$ cat src/rtl/fifo_stream_pkg.sv
// -----------------------------------------------------------------------------
// fifo_stream_pkg
//
// Shared definitions for the FIFO read-side stream adapter:
//   - buf_state_e : occupancy state of the 2-entry skid buffer
//   - SKID_DEPTH  : number of skid buffer entries
//   - state_occ() : maps a buffer state to its numeric occupancy
// -----------------------------------------------------------------------------
package fifo_stream_pkg;

    localparam int SKID_DEPTH = 2;

    // Encoding equals occupancy, so the state can be used directly as a count.
    typedef enum logic [1:0] {
        EMPTY = 2'd0,
        ONE   = 2'd1,
        TWO   = 2'd2
    } buf_state_e;

    function automatic logic [1:0] state_occ(input buf_state_e s);
        logic [1:0] occ;
        case (s)
            EMPTY:   occ = 2'd0;
            ONE:     occ = 2'd1;
            TWO:     occ = 2'd2;
            default: occ = 2'd0;
        endcase
        return occ;
    endfunction

endpackage

$ cat src/rtl/fifo_skid_buf.sv
// -----------------------------------------------------------------------------
// fifo_skid_buf
//
// Two-entry skid buffer holding words captured from the FIFO read port.
// Slot 0 is always the head (oldest word); slot 1 is only used in state TWO.
//
// Ports:
//   clock      in   : clock, everything on posedge
//   reset      in   : synchronous active-high reset
//   cap_valid  in   : capture cap_data on this edge
//   cap_data   in   : word arriving from the FIFO
//   pop        in   : head word is consumed on this edge
//   head_data  out  : head word (0 after reset)
//   head_valid out  : buffer holds at least one word
//   occ        out  : occupancy 0/1/2
// -----------------------------------------------------------------------------
module fifo_skid_buf
    import fifo_stream_pkg::*;
#(
    parameter int WIDTH = 8
) (
    input  logic             clock,
    input  logic             reset,
    input  logic             cap_valid,
    input  logic [WIDTH-1:0] cap_data,
    input  logic             pop,
    output logic [WIDTH-1:0] head_data,
    output logic             head_valid,
    output logic [1:0]       occ
);

    buf_state_e       state_q;
    buf_state_e       state_d;
    logic [WIDTH-1:0] slot_q [SKID_DEPTH];
    logic [WIDTH-1:0] slot_d [SKID_DEPTH];
    logic             pop_eff;

    // A pop from an empty buffer is meaningless; ignore it defensively.
    assign pop_eff = pop && (state_q != EMPTY);

    // State register
    always_ff @(posedge clock) begin
        if (reset) begin
            state_q <= EMPTY;
        end else begin
            state_q <= state_d;
        end
    end

    // Next-state logic: capture adds one, pop removes one, both cancel out.
    always_comb begin
        state_d = state_q;
        case (state_q)
            EMPTY: begin
                if (cap_valid) begin
                    state_d = ONE;
                end
            end
            ONE: begin
                if (cap_valid && !pop_eff) begin
                    state_d = TWO;
                end else if (!cap_valid && pop_eff) begin
                    state_d = EMPTY;
                end
            end
            TWO: begin
                if (!cap_valid && pop_eff) begin
                    state_d = ONE;
                end
            end
            default: state_d = EMPTY;
        endcase
    end

    // Output logic
    always_comb begin
        occ        = state_occ(state_q);
        head_valid = (state_q != EMPTY);
        head_data  = slot_q[0];
    end

    // Data path. The issue logic upstream guarantees no capture lands while
    // the buffer is full without a simultaneous pop, so a capture in TWO
    // without pop is simply dropped rather than overwriting live data.
    always_comb begin
        slot_d = slot_q;
        case (state_q)
            EMPTY: begin
                if (cap_valid) begin
                    slot_d[0] = cap_data;
                end
            end
            ONE: begin
                if (cap_valid && pop_eff) begin
                    // Old head leaves; the new word becomes the head directly.
                    slot_d[0] = cap_data;
                end else if (cap_valid) begin
                    slot_d[1] = cap_data;
                end
            end
            TWO: begin
                if (pop_eff) begin
                    slot_d[0] = slot_q[1];
                    if (cap_valid) begin
                        slot_d[1] = cap_data;
                    end
                end
            end
            default: ;
        endcase
    end

    always_ff @(posedge clock) begin
        if (reset) begin
            for (int i = 0; i < SKID_DEPTH; i++) begin
                slot_q[i] <= '0;
            end
        end else begin
            for (int i = 0; i < SKID_DEPTH; i++) begin
                slot_q[i] <= slot_d[i];
            end
        end
    end

endmodule

$ cat src/rtl/fifo_stream_reader.sv
// -----------------------------------------------------------------------------
// fifo_stream_reader
//
// Drains a synchronous FIFO with one-cycle registered read latency and
// presents the words as a valid/ready stream. A 2-entry skid buffer absorbs
// the word that is already in flight when downstream applies backpressure,
// so one word per cycle is sustained without loss.
//
// Ports:
//   clock      in   : clock, everything on posedge
//   reset      in   : synchronous active-high reset
//   fifo_empty in   : FIFO empty flag, used combinationally
//   data_outp  in   : FIFO read data, valid the cycle after read_en
//   read_en    out  : pop strobe to the FIFO (combinational)
//   out_data   out  : stream data (head of skid buffer)
//   out_valid  out  : stream valid
//   out_ready  in   : downstream ready
//   rd_count   out  : completed stream transfers, wraps modulo 2^CNT_W
// -----------------------------------------------------------------------------
module fifo_stream_reader
    import fifo_stream_pkg::*;
#(
    parameter int WIDTH = 8,
    parameter int CNT_W = 16
) (
    input  logic             clock,
    input  logic             reset,
    input  logic             fifo_empty,
    input  logic [WIDTH-1:0] data_outp,
    output logic             read_en,
    output logic [WIDTH-1:0] out_data,
    output logic             out_valid,
    input  logic             out_ready,
    output logic [CNT_W-1:0] rd_count
);

    logic             inflight_q;
    logic             inflight_d;
    logic [CNT_W-1:0] rd_count_q;
    logic [CNT_W-1:0] rd_count_d;
    logic [1:0]       occ;
    logic             pop;
    logic [2:0]       committed;

    fifo_skid_buf #(
        .WIDTH (WIDTH)
    ) u_skid (
        .clock      (clock),
        .reset      (reset),
        .cap_valid  (inflight_q),
        .cap_data   (data_outp),
        .pop        (pop),
        .head_data  (out_data),
        .head_valid (out_valid),
        .occ        (occ)
    );

    always_comb begin
        pop = out_valid && out_ready;
        // Entries that will be occupied after this edge if no new read is
        // issued: buffered words plus the in-flight word minus a transfer.
        // occ is never 0 while pop is 1, so this cannot underflow.
        committed = {1'b0, occ} + {2'b00, inflight_q} - {2'b00, pop};
        read_en   = !reset && !fifo_empty && (committed < 3'(SKID_DEPTH));
        // A read issued now returns data on the next cycle; a word that was
        // in flight is captured on this edge, so the flag simply follows
        // read_en.
        inflight_d = read_en;
        rd_count_d = rd_count_q + {{(CNT_W-1){1'b0}}, pop};
    end

    always_ff @(posedge clock) begin
        if (reset) begin
            inflight_q <= 1'b0;
            rd_count_q <= '0;
        end else begin
            inflight_q <= inflight_d;
            rd_count_q <= rd_count_d;
        end
    end

    assign rd_count = rd_count_q;

endmodule

$ cat config.mk
export PLATFORM = sky130hd
export DESIGN_NAME = fifo_stream_reader
export DESIGN_NICKNAME = d
export VERILOG_FILES = /design/src/rtl/fifo_stream_pkg.sv /design/src/rtl/fifo_skid_buf.sv /design/src/rtl/fifo_stream_reader.sv
export SDC_FILE = /design/constraint.sdc
export NUM_CORES = 1
export LEC_CHECK = 0
export CORE_ASPECT_RATIO = 1.25
export CORE_MARGIN = 2
export CORE_UTILIZATION = 30
export CTS_CLUSTER_SIZE = 25
export DETAILED_ROUTE_END_ITERATION = 16
export SYNTH_ARGS = -nofsm -noshare
export SYNTH_HDL_FRONTEND = slang
export SYNTH_SLANG_ARGS = --single-unit
$ cat constraint.sdc
create_clock -name clock -period 3.1 [get_ports clock]
set_input_delay 0.62 -clock clock [delete_from_list [all_inputs] [get_ports clock]]
set_output_delay 0.62 -clock clock [all_outputs]
set_load 0.03 [all_outputs]
# --- After elaboration in Yosys (flattened, before gate mapping) ---
# Index checks and enable logic that the tools add are counted.
# W data, S select, Z words.
totals:
  regBits: 35
  input_bits: 12
  out_inout_bits: 26
  elab_cells: 48
op_classes:
  n_reduce_logical: 18
  n_mux: 13
  order_cmp: 1
  eq_ne: 8
  addsub: 3
op_table:
  columns: ["op", "n"]
  rows:
  - ["$mux W8", 4]
  - ["$pmux W8 S3", 1]
  - ["$add A16 B1 Y16", 1]
  - ["$mux W16", 1]
  - ["$pmux W8 S2", 1]
  - ["$mux W2", 4]
  - ["$logic_and A1 B1 Y1", 7]
  - ["$ne A2 B1 Y1 const B", 3]
  - ["$pmux W2 S3", 1]
  - ["$reduce_and A3 Y1", 2]
  - ["$logic_not A1 Y1", 4]
  - ["$ne A2 B2 Y1 const B", 2]
  - ["$pmux W2 S2", 1]
  - ["$reduce_and A4 Y1", 1]
  - ["$reduce_bool A2 Y1", 2]
  - ["$add A2 B1 Y3", 1]
  - ["$lt A3 B2 Y1 const B", 1]
  - ["$ne A3 B1 Y1 const B", 1]
  - ["$reduce_bool A3 Y1", 1]
  - ["$sub A3 B1 Y3", 1]
  - ["$eq A2 B1 Y1 const B", 1]
  - ["$eq A2 B2 Y1 const B", 1]
  - ["$logic_not A2 Y1", 1]

# --- Depth between registers and ports, before layout ---
# Gate-level depths: netlist (run 1).
logic_depth:
  ltp_word: 7
  mapped_depth: 10

# --- Modules after synthesis ---
# A second synthesis (run 1) with hierarchy kept.
hier_totals:
  hier_cells: 190
  hier_area_um2: 1831.8
modules_own_cells:
  columns: ["mod", "area_per_inst_um2", "seq_area_each_um2", "cells_each", "instances"]
  rows:
  - ["fifo_skid_buf", 991.0, 360.3, 101, 1]
  - ["fifo_stream_reader", 840.8, 340.3, 89, 1]

# --- Least setup slack after synthesis (run 1) ---
# OpenSTA, ideal clock, no wires.
synth_path:
  path_type: "register -> output"
  start: "register u_skid.state_q[0]"
  end: "output read_en"
  setup_slack_ns: -0.552
  arrival_time_ns: 3.032
  path_stages_with_launch: 10
  required_time_ns: 2.480
  n_path_buf: 1
  path_cell_list: "dfxtp_1 -> inv_1 -> ha_1 -> buf_2 -> nor2b_1 -> ha_1 -> or2b_1 -> fa_1 -> xor2_1 -> nor4b_1"
synth_via:
  elab_chain_len: 6
  elab_cells_between_ends: 9
  cone_classes: "add/sub (2); order compare (1); eq/ne (2); mux (1); reduce/logical (3)"
synth_rtl:
  columns: ["item", "line", "text"]
  rows:
  - ["start: declaration", "fifo_skid_buf.sv:32", "buf_state_e state_q;"]
  - ["start signal: assignment", "fifo_skid_buf.sv:46", "state_q <= state_d;"]
  - ["$eq A2 B2 Y1 or $eq A2 B1 Y1 (tied branches)", "fifo_stream_pkg.sv:22", "case (s)"]
  - ["$pmux W2 S2", "fifo_stream_pkg.sv:22", null]
  - ["$add A2 B1 Y3", "fifo_stream_reader.sv:63", "committed = {1'b0, occ} + {2'b00, inflight_q} - {2'b00, pop};"]
  - ["$sub A3 B1 Y3 *", "fifo_stream_reader.sv:63", null]
  - ["$lt A3 B2 Y1 *", "fifo_stream_reader.sv:64", "read_en = !reset && !fifo_empty && (committed < 3'(SKID_DEPTH));"]
  - ["$logic_and A1 B1 Y1 *", "fifo_stream_reader.sv:64", null]
  - ["end: declaration", "fifo_stream_reader.sv:30", "output logic read_en,"]
# Every way passes the cells marked *; elsewhere a longest branch is shown, timed or not.

# --- Worst setup path after layout (run 1) ---
layout_path:
  start: "input out_ready"
  end: "output read_en"
layout_via:
  elab_chain_len: 4
layout_rtl:
  columns: ["item", "line", "text"]
  rows:
  - ["start: declaration", "fifo_stream_reader.sv:33", "input logic out_ready,"]
  - ["$logic_and A1 B1 Y1", "fifo_stream_reader.sv:59", "pop = out_valid && out_ready;"]
  - ["$sub A3 B1 Y3", "fifo_stream_reader.sv:63", null]
  - ["$lt A3 B2 Y1", "fifo_stream_reader.sv:64", null]
  - ["$logic_and A1 B1 Y1", "fifo_stream_reader.sv:64", null]
# No other way between the ends.

==> metrics.csv, run 1 <==
stage;metric;value;unit
status;status;finished clean;
critical_path;worst-path-stages;8;
detailed_routing;initialDrtViolationCount;27;
die;fp.dieW;72.9;microns
critical_path;slowest_delay;360;ps
clocking;cts_tree;yes;
min_path;whs_endpoint;u_skid.slot_q[4];
sta;whs;487;ps
critical_path;crit_fanout;2;
die;io_pins;38;
sta;hold_viol;0;
clocking;cts_buffers;5;
critical_path;startpoint_type;input port;
sta;finalCriticalPeriod;3010;ps
critical_path;cp_slowest_cell;fa_2;
layout;antenna_cells;0;
clocking;clock_sinks;35;
placement;dp_worst_setup_slack;-257;ps
min_path;worstHoldPathCells;2;
detailed_routing;drtPass1Iterations;4;
synth;avgSynthCellArea;8.99;sq um
clocking;cts-hold-fix-buffers;0;
critical_path;crit_chain;dlygate4sd2_1 > nor2b_4 > ha_4 > or2b_1 > fa_2 > xor2_2 > nor4b_4 > buf_4;
power;p_sw_share;31.6;%
detailed_routing;drc_errors;0;
global_routing;groute.usage.overall;12.0;%
die;die-area;0.00657;sq mm
sta;setup_ws;86.3;ps
global_routing;grt_max_degree;36;
die;rows;31;
critical_path;critPathKind;in -> out;
global_routing;grt_pass1_vias;1484;
critical_path;arrival;2390;ps
synth;synth-seq-cells;35;
global_routing;antenna_found_initial;0;
layout;drive_gt1_share;13.1;%
layout;multi_input_area;0.00101;sq mm
power;p_leak;0.834;nW
power;p_per_area;496;mW/mm^2
detailed_routing;ant_nets;0;
clocking;clock_latency;290;ps
synth;yosysWarningCount;0;
critical_path;critPathBufInv;2;
power;clkPwrFrac;27.5;%
critical_path;critPathTopFamily;simple AND/OR/NAND/NOR gates;
global_routing;grt-ovfl-total;0;
clocking;clkTransAtPathRegs;70;ps
detailed_routing;via_per_inst;4.93;
sta;finalSetupViolCount;0;
power;combPwrFrac;29.0;%
sta;fmax;0.332;GHz
sta;final_max_slew_viol_count;0;
clocking;clock_path_buffers;2;
clocking;h-tree-depth;2;
detailed_routing;vias;1488;
synth;netlist_area;0.00178;sq mm
die;start_util;30.8;%
global_routing;grt_pass1_wl;6480;microns
die;die_h;90.1;microns
synth;netlist_instances;198;
sta;period_share;97.2;%
synth;synth.yosys.seq_area_share;39.4;%
critical_path;r2r_slack;860;ps
synth;syn_nets;219;
job;max_cap_violations;0;
power;netSwitchingPower;369;uW
power;p_int;799;uW
clocking;root_buffer;clkbuf_8;
power;total_power;1.17;mW
detailed_routing;drt-wirelength-per-cell;12.5;microns
sta;finalClockSkew;7.10;ps
critical_path;r2r_cells;11;
critical_path;critical_path_required;2480;ps
synth;ys_types;34;
layout;area_growth;32.3;%
placement;gp_congestion;0.826;
die;core-area;0.00578;sq mm
layout;num-fill-cells;586;
layout;layout.nets;256;
detailed_routing;routed_wl;3790;microns
critical_path;worst_r2r_startpoint;u_skid.state_q[1];
sta;worstMarginPinSlew;559;ps
critical_path;crit_path_end_kind;primary output;
min_path;min-delay-start;u_skid.slot_q[4];
sta;max_slew_margin;62.7;%
placement;numPortBuffers;37;
power;p_seq_share;43.5;%
critical_path;r2r_end;rd_count[12];
power;vdd_drop_max;0.000142;V
placement;hpwl;2680;microns
min_path;hp-class;reg -> reg;
layout;regArea;708;sq um
[what timing repair did]
action / in CTS / in global routing
pin swaps: 1 / 1
resized for setup: 10 / 4
setup endpoints to repair: 1 / 1
gates cloned: 0 / 0
buffers inserted: 1 / 2
[through the flow]
stage	instance area (sq um)	TNS (ps)	cells	utilization (%)
after floorplan	1800	0	198	-
after global placement	2200	-214	291	38.1
after detailed placement	2200	-257	291	38.1
after CTS	2330	0	300	40.2
after global routing	2360	-2.57	302	40.8
final	2360	0	302	40.8
[layer usage]
layer,global-route usage [%],wire [microns],part of all wire [%]
met2,20.2,1900,50
met4,5.40,47,1.2
met1,14.0,1680,44
met5,0,0,0
met3,3.14,159,4.2
[how the worst max path moves through the flow]
stage                                  from  endpoint  slack (ps)
after floorplan           u_skid.state_q[0]   read_en          20
after global placement            out_ready   read_en        -210
after detailed placement          out_ready   read_en        -260
after CTS                 u_skid.state_q[1]   read_en           4
after global routing      u_skid.state_q[1]   read_en          -3
final                             out_ready   read_en          90
[logic make-up (layout without fill, tap and decap cells)]
kind of cell,Yosys count,after routing,share of synthesized area (%)
buffers and inverters,25,63,7.24
multiplexers,8,8,4.50
AO/OA/AOI/OAI,26,26,11.5
AND/OR/NAND/NOR,80,80,23.3
adder cells (fa/ha/maj),9,9,6.75
flip-flops,35,35,39.4
XOR/XNOR,15,15,7.38
[cell type report]
| cell class | instances | area share (%) |
|---|---|---|
| Multi-Input combinational cell | 138 | 42.8 |
| Sequential cell | 35 | 30.1 |
| Timing Repair Buffer | 47 | 18.7 |
| Tap cell | 66 | 3.51 |
| Clock buffer | 6 | 3.08 |
| Inverter | 8 | 1.27 |
| Clock inverter | 2 | 0.531 |
[power by group through the flow]
stage / registers, mW / clock network [mW] / logic [mW]
finish: 0.508 / 0.321 / 0.339
global placement: 0.519 / 0 / 0.314
CTS: 0.509 / 0.343 / 0.329
detailed placement: 0.519 / 0 / 0.317
global route: 0.513 / 0.360 / 0.368
floorplan: 0.516 / 0 / 0.235
[cells in the mapped netlist]
cell type | n | share of area [%]
nor4_1 | 5 | 1.8
nand3_1 | 5 | 1.4
a31oi_1 | 1 | 0.35
and2_1 | 9 | 3.2
nand2b_1 | 1 | 0.35
xor2_1 | 6 | 3.0
nor4b_1 | 2 | 0.98
o21ai_0 | 3 | 0.84
or2b_1 | 1 | 0.42
nor2b_1 | 4 | 1.4
inv_2 | 1 | 0.21
a2111oi_4 | 1 | 1.5
nand4_1 | 4 | 1.4
xnor2_1 | 9 | 4.4
nor3_1 | 12 | 3.4
o32ai_1 | 1 | 0.49
buf_2 | 1 | 0.28
a21oi_1 | 3 | 0.84
nor2_1 | 28 | 5.9
ha_1 | 8 | 5.6
and3_1 | 2 | 0.70
inv_1 | 7 | 1.5
and4_1 | 1 | 0.49
a211oi_1 | 16 | 6.7
clkbuf_1 | 5 | 1.1
o2111a_1 | 1 | 0.63
nand4_2 | 1 | 0.70
mux2i_1 | 8 | 4.5
nand2_1 | 4 | 0.84
fa_1 | 1 | 1.1
nand3b_1 | 1 | 0.42
buf_1 | 2 | 0.42
dfxtp_1 | 35 | 39
buf_4 | 9 | 3.8
[registers in the layout (all words and copies together) (netlist names)]
register,count
rd_count,16
u_skid.slot_q,8
u_skid.head_data,8
inflight_q,1
u_skid.state_q,2
[worst reg2reg max path, stage by stage (launching register included)]
cell	delay, ps
dfxtp_4	370
inv_2	60
ha_4	160
nor2b_4	140
buf_4	120
buf_4	100
ha_1	210
ha_1	250
inv_1	110
nor4_1	390
xnor2_1	160
nor2_1	50
[cells in the final DEF (no fill, tap or decap), types with 6 or more instances in the layout]
cell / n
a211oi_1: 16
buf_4: 11
nor3_1: 12
clkdlybuf4s50_1: 35
nor2_1: 28
mux2i_1: 8
and2_1: 9
xnor2_1: 9
ha_1: 6
dfxtp_1: 33
No activity file was read; power rests on OpenSTA's default activity.
==> run 2: changes to the inputs <==
Settings changed: ABC_CLOCK_PERIOD_IN_PS from default to 3100, CTS_BUF_LIST from default to sky130_fd_sc_hd__clkbuf_4 sky130_fd_sc_hd__clkbuf_8.
==> metrics.csv, run 2 (synthesized netlist as in run 1, its figures left out) <==
stage;metric;value;unit;change
status;status;finished clean;;unchanged
clocking;clock_path_buffers;2;;unchanged
job;max_cap_violations;0;;unchanged
global_routing;antenna_found_initial;0;;unchanged
die;die_h;90.1;microns;unchanged
clocking;clock_latency;290;ps;about the same
die;rows;31;;unchanged
die;io_pins;38;;unchanged
critical_path;crit_fanout;4;;was 2
sta;finalClockSkew;8.24;ps;was 7.10 ps
layout;regArea;708;sq um;unchanged
global_routing;grt_pass1_vias;1467;;was 1,484
clocking;h-tree-depth;2;;unchanged
critical_path;cp_slowest_cell;dfxtp_4;;was fa_2
layout;post-route-util;40.8;%;about the same
detailed_routing;vias;1494;;was 1,488
layout;num-fill-cells;582;;was 586
power;p_seq_share;43.1;%;was 43.5%
critical_path;crit_path_end_kind;primary output;;unchanged
power;combPwrFrac;28.7;%;was 29.0%
clocking;root_buffer;clkbuf_8;;unchanged
sta;hold_viol;0;;unchanged
layout;final_cell_mix;clkdlybuf4s50_1, dfxtp_1, nor2_1, a211oi_1, nor3_1;;unchanged
detailed_routing;drtPass1Iterations;4;;unchanged
die;die-area;0.00657;sq mm;unchanged
power;p_int;807;uW;was 799 uW
global_routing;groute.usage.overall;11.9;%;was 12.0%
critical_path;critical_path_required;2480;ps;about the same
min_path;hp-class;reg -> reg;;unchanged
sta;fmax;0.332;GHz;about the same
detailed_routing;routed_wl;3780;microns;was 3790 microns
clocking;cts_buffers;5;;unchanged
critical_path;crit_chain;inv_2 > ha_4 > nor2b_4 > ha_4 > or2b_1 > fa_2 > xor2_2 > nor4b_4 > buf_4;;was dlygate4sd2_1 > nor2b_4 > ha_4 > or2b_1 > fa_2 > xor2_2 > nor4b_4 > buf_4
placement;numPortBuffers;37;;unchanged
global_routing;grt-ovfl-total;0;;unchanged
power;vdd_drop_max;0.000144;V;was 0.000142 V
detailed_routing;drt-wirelength-per-cell;12.5;microns;about the same
critical_path;critPathKind;reg -> out;;was in -> out
global_routing;grt_pass1_wl;6420;microns;was 6480 microns
power;p_per_area;499;mW/mm^2;was 496 mW/mm^2
critical_path;startpoint_type;flip-flop;;was input port
critical_path;cpMostUsedCell;ha_4;;
clocking;cts-hold-fix-buffers;0;;unchanged
clocking;clock_sinks;35;;unchanged
critical_path;arrival;2390;ps;about the same
global_routing;grt_max_degree;36;;unchanged
die;core-area;0.00578;sq mm;unchanged
layout;largest_reg_flops;16;;unchanged
power;p_sw_share;31.5;%;was 31.6%
detailed_routing;via_per_inst;4.95;;was 4.93
layout;final_common_cell;clkdlybuf4s50_1;;unchanged
layout;drive_gt1_share;13.6;%;was 13.1%
placement;dpl.cell_count;291;;unchanged
critical_path;slowest_delay;370;ps;was 360 ps
clocking;cts_tree;yes;;unchanged
layout;fin_area;0.00236;sq mm;about the same
layout;area_growth;32.5;%;was 32.3%
detailed_routing;initialDrtViolationCount;32;;was 27
sta;finalSetupViolCount;0;;unchanged
placement;gp_congestion;0.826;;unchanged
sta;worstMarginPinSlew;560;ps;was 559 ps
placement;hpwl;2680;microns;unchanged
sta;finalCriticalPeriod;3010;ps;about the same
power;p_leak;0.838;nW;was 0.834 nW
detailed_routing;drc_errors;0;;unchanged
sta;max_slew_margin;62.7;%;about the same
layout;antenna_cells;0;;unchanged
detailed_routing;ant_nets;0;;unchanged
die;start_util;30.8;%;unchanged
sta;period_share;97.2;%;about the same
layout;final_cells;302;;unchanged
power;netSwitchingPower;371;uW;was 369 uW
power;clkPwrFrac;28.2;%;was 27.5%
clocking;clkTransAtPathRegs;70;ps;about the same
die;fp.dieW;72.9;microns;unchanged
layout;layout.nets;256;;unchanged
sta;final_max_slew_viol_count;0;;unchanged
placement;postPlaceCellArea;0.00220;sq mm;unchanged
layout;multi_input_area;0.00101;sq mm;unchanged
run 2: cell counts in the layout (fill, tap and decap cells not counted):
No cell type changed its count.
run 2: layer usage:
layer / part of all wire, % / vias to the layer above / track usage, %
met5: 0 / - / 0
met2: 50 / 33 / 19.9
li1: - / 753 / -
met4: 1.7 / 0 / 5.40
met3: 4.0 / 8 / 3.14
met1: 44 / 700 / 13.9
run 2: worst paths after layout:
check                                       start               end  slack [ps]  cells after the start
worst max-delay path            u_skid.state_q[1]           read_en          90                      9
worst max register to register  u_skid.state_q[1]      rd_count[12]         860                     11
worst min-delay path             u_skid.slot_q[4]  u_skid.slot_q[4]         490                      2
worst min register to register   u_skid.slot_q[4]  u_skid.slot_q[4]         490                      2
run 2: cell type report:
cell class,instances,area share [%]
Multi-Input combinational cell,138,42.7
Sequential cell,35,30.0
Timing Repair Buffer,47,18.7
Tap cell,66,3.50
Clock buffer,6,3.23
Inverter,8,1.27
Clock inverter,2,0.530
run 2: timing repair:
action | in CTS | in global routing
cloned | 0 | 0
endpoints found under the setup margin | 1 | 1
resized for setup | 10 | 4
setup buffers | 1 | 2
pin swaps | 1 | 1
run 2: critical path: cells and delay by family (launching register included):
family | cells | cell delay [ps]
xor gates and xnor gates | 1 | 170
and+or+nand+nor | 3 | 580
DFF | 1 | 370
adders and majority gates | 3 | 730
buffers and inverters | 2 | 260
run 2: power groups by stage:
| stage | sequential (mW) | combinational (mW) | clock (mW) |
|---|---|---|---|
| floorplan | 0.516 | 0.235 | 0 |
| global placement | 0.519 | 0.314 | 0 |
| detailed placement | 0.519 | 0.317 | 0 |
| CTS | 0.509 | 0.329 | 0.351 |
| global route | 0.513 | 0.368 | 0.369 |
| finish | 0.508 | 0.338 | 0.332 |
run 2: through the flow:
step / hold WS (ps) / TNS (ps) / total power, mW / setup WS (ps)
floorplan: 452 / 0 / 0.751 / 22.0
global placement: 465 / -214 / 0.833 / -214
detailed placement: 473 / -257 / 0.836 / -257
CTS: 492 / 0 / 1.19 / 4.48
global route: 534 / -2.57 / 1.25 / -2.57
finish: 487 / 0 / 1.18 / 85.6
==> RTL change 1 (flow settings as in run 1) <==
`WIDTH` is set to 8 in 2 places; all go to 10.
--- a/src/rtl/fifo_skid_buf.sv
+++ b/src/rtl/fifo_skid_buf.sv
@@ -17,7 +17,7 @@
 module fifo_skid_buf
     import fifo_stream_pkg::*;
 #(
-    parameter int WIDTH = 8
+    parameter int WIDTH = 10
 ) (
     input  logic             clock,
     input  logic             reset,
--- a/src/rtl/fifo_stream_reader.sv
+++ b/src/rtl/fifo_stream_reader.sv
@@ -20,7 +20,7 @@
 module fifo_stream_reader
     import fifo_stream_pkg::*;
 #(
-    parameter int WIDTH = 8,
+    parameter int WIDTH = 10,
     parameter int CNT_W = 16
 ) (
     input  logic             clock,
Interface: changed (resized data_outp and out_data); port bits go from 38 to 42. The function was not compared with the original's and may differ.
==> RTL change 1 against run 1 <==
Non-clock buffer count rose by 1. Synthesized area rose by 15%. Routed wire length rose by 20%. Clock skew fell by 0.0010 ns. Sequential cell count rose by 4. Total power rose by 22%. Highest routed layer unchanged. Critical path depth rose by 1. Setup slack got worse by 0.042 ns. Via count rose by 10%. Global-route usage rose by 0.92 points. Cell area rose by 14%.
==> RTL change 1: results (changes against run 1) <==
\begin{tabular}{lr}
\hline
Metric & Value \\
\hline
\multicolumn{2}{l}{\textbf{Global route}} \\
Grt met2 use & 0.221 (was 0.202) \\
Vias in the first global route & 1,674 (was 1,484) \\
Total global-route track usage & 0.129 (was 0.120) \\
Met3 track demand over resource & 0.0244 (was 0.0314) \\
Global-route wire length before repair & 7710 µm (was 6480 µm) \\
\multicolumn{2}{l}{\textbf{Drt}} \\
Number of DRC violations after detailed-routing iteration 0 & 78 (was 27) \\
Met2 wirelength from detailed routing & 2290 µm (was 1900 µm) \\
Post-Route M1 WL & 2000 µm (was 1680 µm) \\
Detailed route wirelength on metal3 & 156 µm (was 159 µm) \\
\multicolumn{2}{l}{\textbf{STA}} \\
Worst hold slack & 0.482 ns (was 0.487 ns) \\
Worst slew margin & 0.576 (was 0.627) \\
Worst setup skew after layout & 0.00606 ns (was 0.00710 ns) \\
\multicolumn{2}{l}{\textbf{Worst setup path}} \\
Worst reg2reg endpoint & u\_skid.slot\_q[6] (was rd\_count[12]) \\
Arrival time reported for the critical path endpoint & 2.44 ns (was 2.39 ns) \\
R2r worst-path depth & 7 (was 11) \\
CP top delay family & adder cells (was simple AND/OR/NAND/NOR gates) \\
Largest fanout on the critical path & 4 (was 2) \\
\multicolumn{2}{l}{\textbf{Yosys}} \\
Distinct cells, synth & 39 (was 34) \\
Portion of the post-synthesis area used by sequential elements & 0.382 (was 0.394) \\
Synth top area cells & sky130\_fd\_sc\_hd\_\_dfxtp\_1, sky130\_fd\_sc\_hd\_\_a211oi\_2, sky130\_fd\_sc\_hd\_\_nor2\_1, sky130\_fd\_sc\_hd\_\_ha\_1, sky130\_fd\_sc\_hd\_\_mux2i\_1 (was sky130\_fd\_sc\_hd\_\_dfxtp\_1, sky130\_fd\_sc\_hd\_\_a211oi\_1, sky130\_fd\_sc\_hd\_\_nor2\_1, sky130\_fd\_sc\_hd\_\_ha\_1, sky130\_fd\_sc\_hd\_\_mux2i\_1) \\
\multicolumn{2}{l}{\textbf{Pwr}} \\
Int Power & 0.995 mW (was 0.799 mW) \\
Worst-case vdd ir drop & 189 µV (was 142 µV) \\
Logic gate share of total power & 0.298 (was 0.290) \\
\multicolumn{2}{l}{\textbf{Worst hold path}} \\
Source of the worst hold timing path & u\_skid.slot\_q[7] (was u\_skid.slot\_q[4]) \\
\multicolumn{2}{l}{\textbf{Status}} \\
Result of the run & finished, final reports clean (unchanged) \\
\multicolumn{2}{l}{\textbf{Placed design}} \\
DPL Wire Length & 3030 µm (was 2680 µm) \\
\hline
\end{tabular}
==> RTL change 1: changes by cell type after synthesis, sizes merged, moves of 3 or more <==
cell    before  now
a21oi        3    6
and3         2    5
nor4         5    0
buf         12   16
a211oi      16   20
xnor2        9    5
dfxtp       35   39
==> RTL change 1: cell families after synthesis <==
logic type,synth area share
adder cells (fa/ha/maj),0.0588
AO/OA/AOI/OAI,0.165
XOR/XNOR,0.0472
multiplexers,0.0545
flip-flops,0.382
AND/OR/NAND/NOR,0.218
buffers and inverters,0.0748
==> RTL change 1: timing repair <==
item	4_1_cts	5_1_grt
resized for setup	9	10
setup buffers	0	1
pin swaps	1	3
setup endpoints to repair	1	1
==> RTL change 1: cell type report <==
type / instances / area (µm²)
flip-flops and latches: 39 / 786
clock buffers: 6 / 82.6
inverters: 6 / 25.0
repair buffers: 48 / 464
fillers: 661 / 3880
multi-input cells: 151 / 1180
clock inverters: 2 / 35.0
well taps: 87 / 109
==> RTL change 2 (config.mk and constraints of run 1) <==
Made on the original files. Re-encode `buf_state_e` (3 states) as one-hot, 3 bits wide.
--- a/src/rtl/fifo_stream_pkg.sv
+++ b/src/rtl/fifo_stream_pkg.sv
@@ -11,10 +11,10 @@
     localparam int SKID_DEPTH = 2;
 
     // Encoding equals occupancy, so the state can be used directly as a count.
-    typedef enum logic [1:0] {
-        EMPTY = 2'd0,
-        ONE   = 2'd1,
-        TWO   = 2'd2
+    typedef enum logic [2:0] {
+        EMPTY = 3'b001,
+        ONE   = 3'b010,
+        TWO   = 3'b100
     } buf_state_e;
 
     function automatic logic [1:0] state_occ(input buf_state_e s);
Check against the original RTL: same outputs for any inputs over 10 cycles, from zero or initial values and one cycle with reset high; not proved beyond that.
==> RTL change 2 against run 1 <==
Register-to-register slack gained 0.12 ns. First-iteration DRC count is 67% higher. Clock skew fell by 0.0017 ns. Synthesized area fell by 4.1%. Highest routed layer unchanged. Cell area down 3.1%. Routed wire length decreased by 4.9%. Fmax is 0.56% higher. Critical path type unchanged. Sequential cell count rose by 1. Setup slack improved by 0.017 ns.
Power is not compared: it rests on default switching activity, and its combinational part moved more than twofold at a synthesized area within 25%.
==> RTL change 2: results (changes against run 1) <==
\begin{tabular}{lr}
\hline
Metric & Value \\
\hline
\multicolumn{2}{l}{\textbf{Drt}} \\
Routed Wire Length & 3600 µm (was 3790 µm) \\
Overall via count from detail\_route & 1,404 (was 1,488) \\
Number of DRC violations after detailed-routing iteration 0 & 45 (was 27) \\
\multicolumn{2}{l}{\textbf{Global route}} \\
Global-route wire length before repair & 6150 µm (was 6480 µm) \\
Total global-route track usage & 0.124 (was 0.120) \\
\multicolumn{2}{l}{\textbf{STA}} \\
Worst setup skew after layout & 0.00539 ns (was 0.00710 ns) \\
Worst slew margin & 0.560 (was 0.627) \\
Post-route minimum period & 3.00 ns (was 3.01 ns) \\
\multicolumn{2}{l}{\textbf{Placed design}} \\
Setup slack after placement & -0.201 ns (was -0.257 ns) \\
Post-DP Area & 2120 µm² (was 2200 µm²) \\
DPL Wire Length & 2460 µm (was 2680 µm) \\
Placer congestion estimate & 0.688 (was 0.826) \\
\multicolumn{2}{l}{\textbf{Yosys}} \\
Distinct cells, synth & 35 (was 34) \\
Post-synth net total & 209 (was 219) \\
Average instance area after synthesis & 8.84 µm² (was 8.99 µm²) \\
Top cells by count, synth & sky130\_fd\_sc\_hd\_\_dfxtp\_1, sky130\_fd\_sc\_hd\_\_nor2\_1, sky130\_fd\_sc\_hd\_\_nand2\_1 (was sky130\_fd\_sc\_hd\_\_dfxtp\_1, sky130\_fd\_sc\_hd\_\_nor2\_1, sky130\_fd\_sc\_hd\_\_a211oi\_1) \\
Portion of the post-synthesis area used by sequential elements & 0.422 (was 0.394) \\
\multicolumn{2}{l}{\textbf{Final layout}} \\
ClkCell Share & 0.0422 (was 0.0361) \\
Storage cell area & 727 µm² (was 708 µm²) \\
Area of the multi-input gates & 945 µm² (was 1010 µm²) \\
Filler cell count in the final layout & 566 (was 586) \\
Sequential cell count of the final layout & 36 (was 35) \\
Count of multi-input gates & 140 (was 138) \\
Plain + repair buffers & 45 (was 47) \\
Share of final layout cell area taken by non-clock buffers & 0.189 (was 0.187) \\
\multicolumn{2}{l}{\textbf{Status}} \\
Result of the run & finished, final reports clean (unchanged) \\
\multicolumn{2}{l}{\textbf{Worst setup path}} \\
R2r worst-path depth & 8 (was 11) \\
Worst reg2reg endpoint & inflight\_q (was rd\_count[12]) \\
\hline
\end{tabular}
-- RTL change 2: logic make-up (layout without fill, tap and decap cells) --
kind of cell,count (synthesis),in the layout,synth area share
compound gates,27,27,0.113
flops,36,36,0.422
fa+ha+maj,4,4,0.0337
simple gates,87,87,0.251
mux,10,10,0.0601
buf+inv,17,54,0.0579
xor+xnor,12,12,0.0616
-- RTL change 2: layer usage --
metal / GRT usage / wire (µm) / vias to the layer above
li1: - / - / 725
met1: 0.143 / 1600 / 649
met2: 0.213 / 1730 / 28
met3: 0.0444 / 238 / 2
met4: 0.0412 / 25 / 0
met5: 0 / 0 / -
-- RTL change 2: worst min-delay path by stage --
stage | startpoint | to | slack (ns) | depth (start not counted)
after floorplan | u_skid.slot_q[6] | u_skid.head_data[6] | 0.45 | 2
after global routing | u_skid.slot_q[6] | u_skid.head_data[6] | 0.51 | 2
after detailed placement | u_skid.slot_q[1] | u_skid.head_data[1] | 0.47 | 2
after global placement | u_skid.slot_q[2] | u_skid.head_data[2] | 0.46 | 2
after CTS | u_skid.slot_q[1] | u_skid.head_data[1] | 0.48 | 2
final | u_skid.slot_q[1] | u_skid.head_data[1] | 0.47 | 2
-- RTL change 2: what timing repair did --
action,CTS,global route
hold buffers,0,0
resized for setup,6,7
pin swaps,2,2
setup buffers,0,2
gates cloned,0,0
setup endpoints to repair,1,1
-- RTL change 2: power by group through the flow --
stage          clock network, mW  logic [mW]  registers, mW
4_1_cts                    0.370       0.127          0.485
3_3_place_gp                   0       0.123          0.495
5_1_grt                    0.389       0.142          0.487
3_5_place_dp                   0       0.124          0.495
2_1_floorplan                  0      0.0846          0.494
6_report                   0.353       0.129          0.484
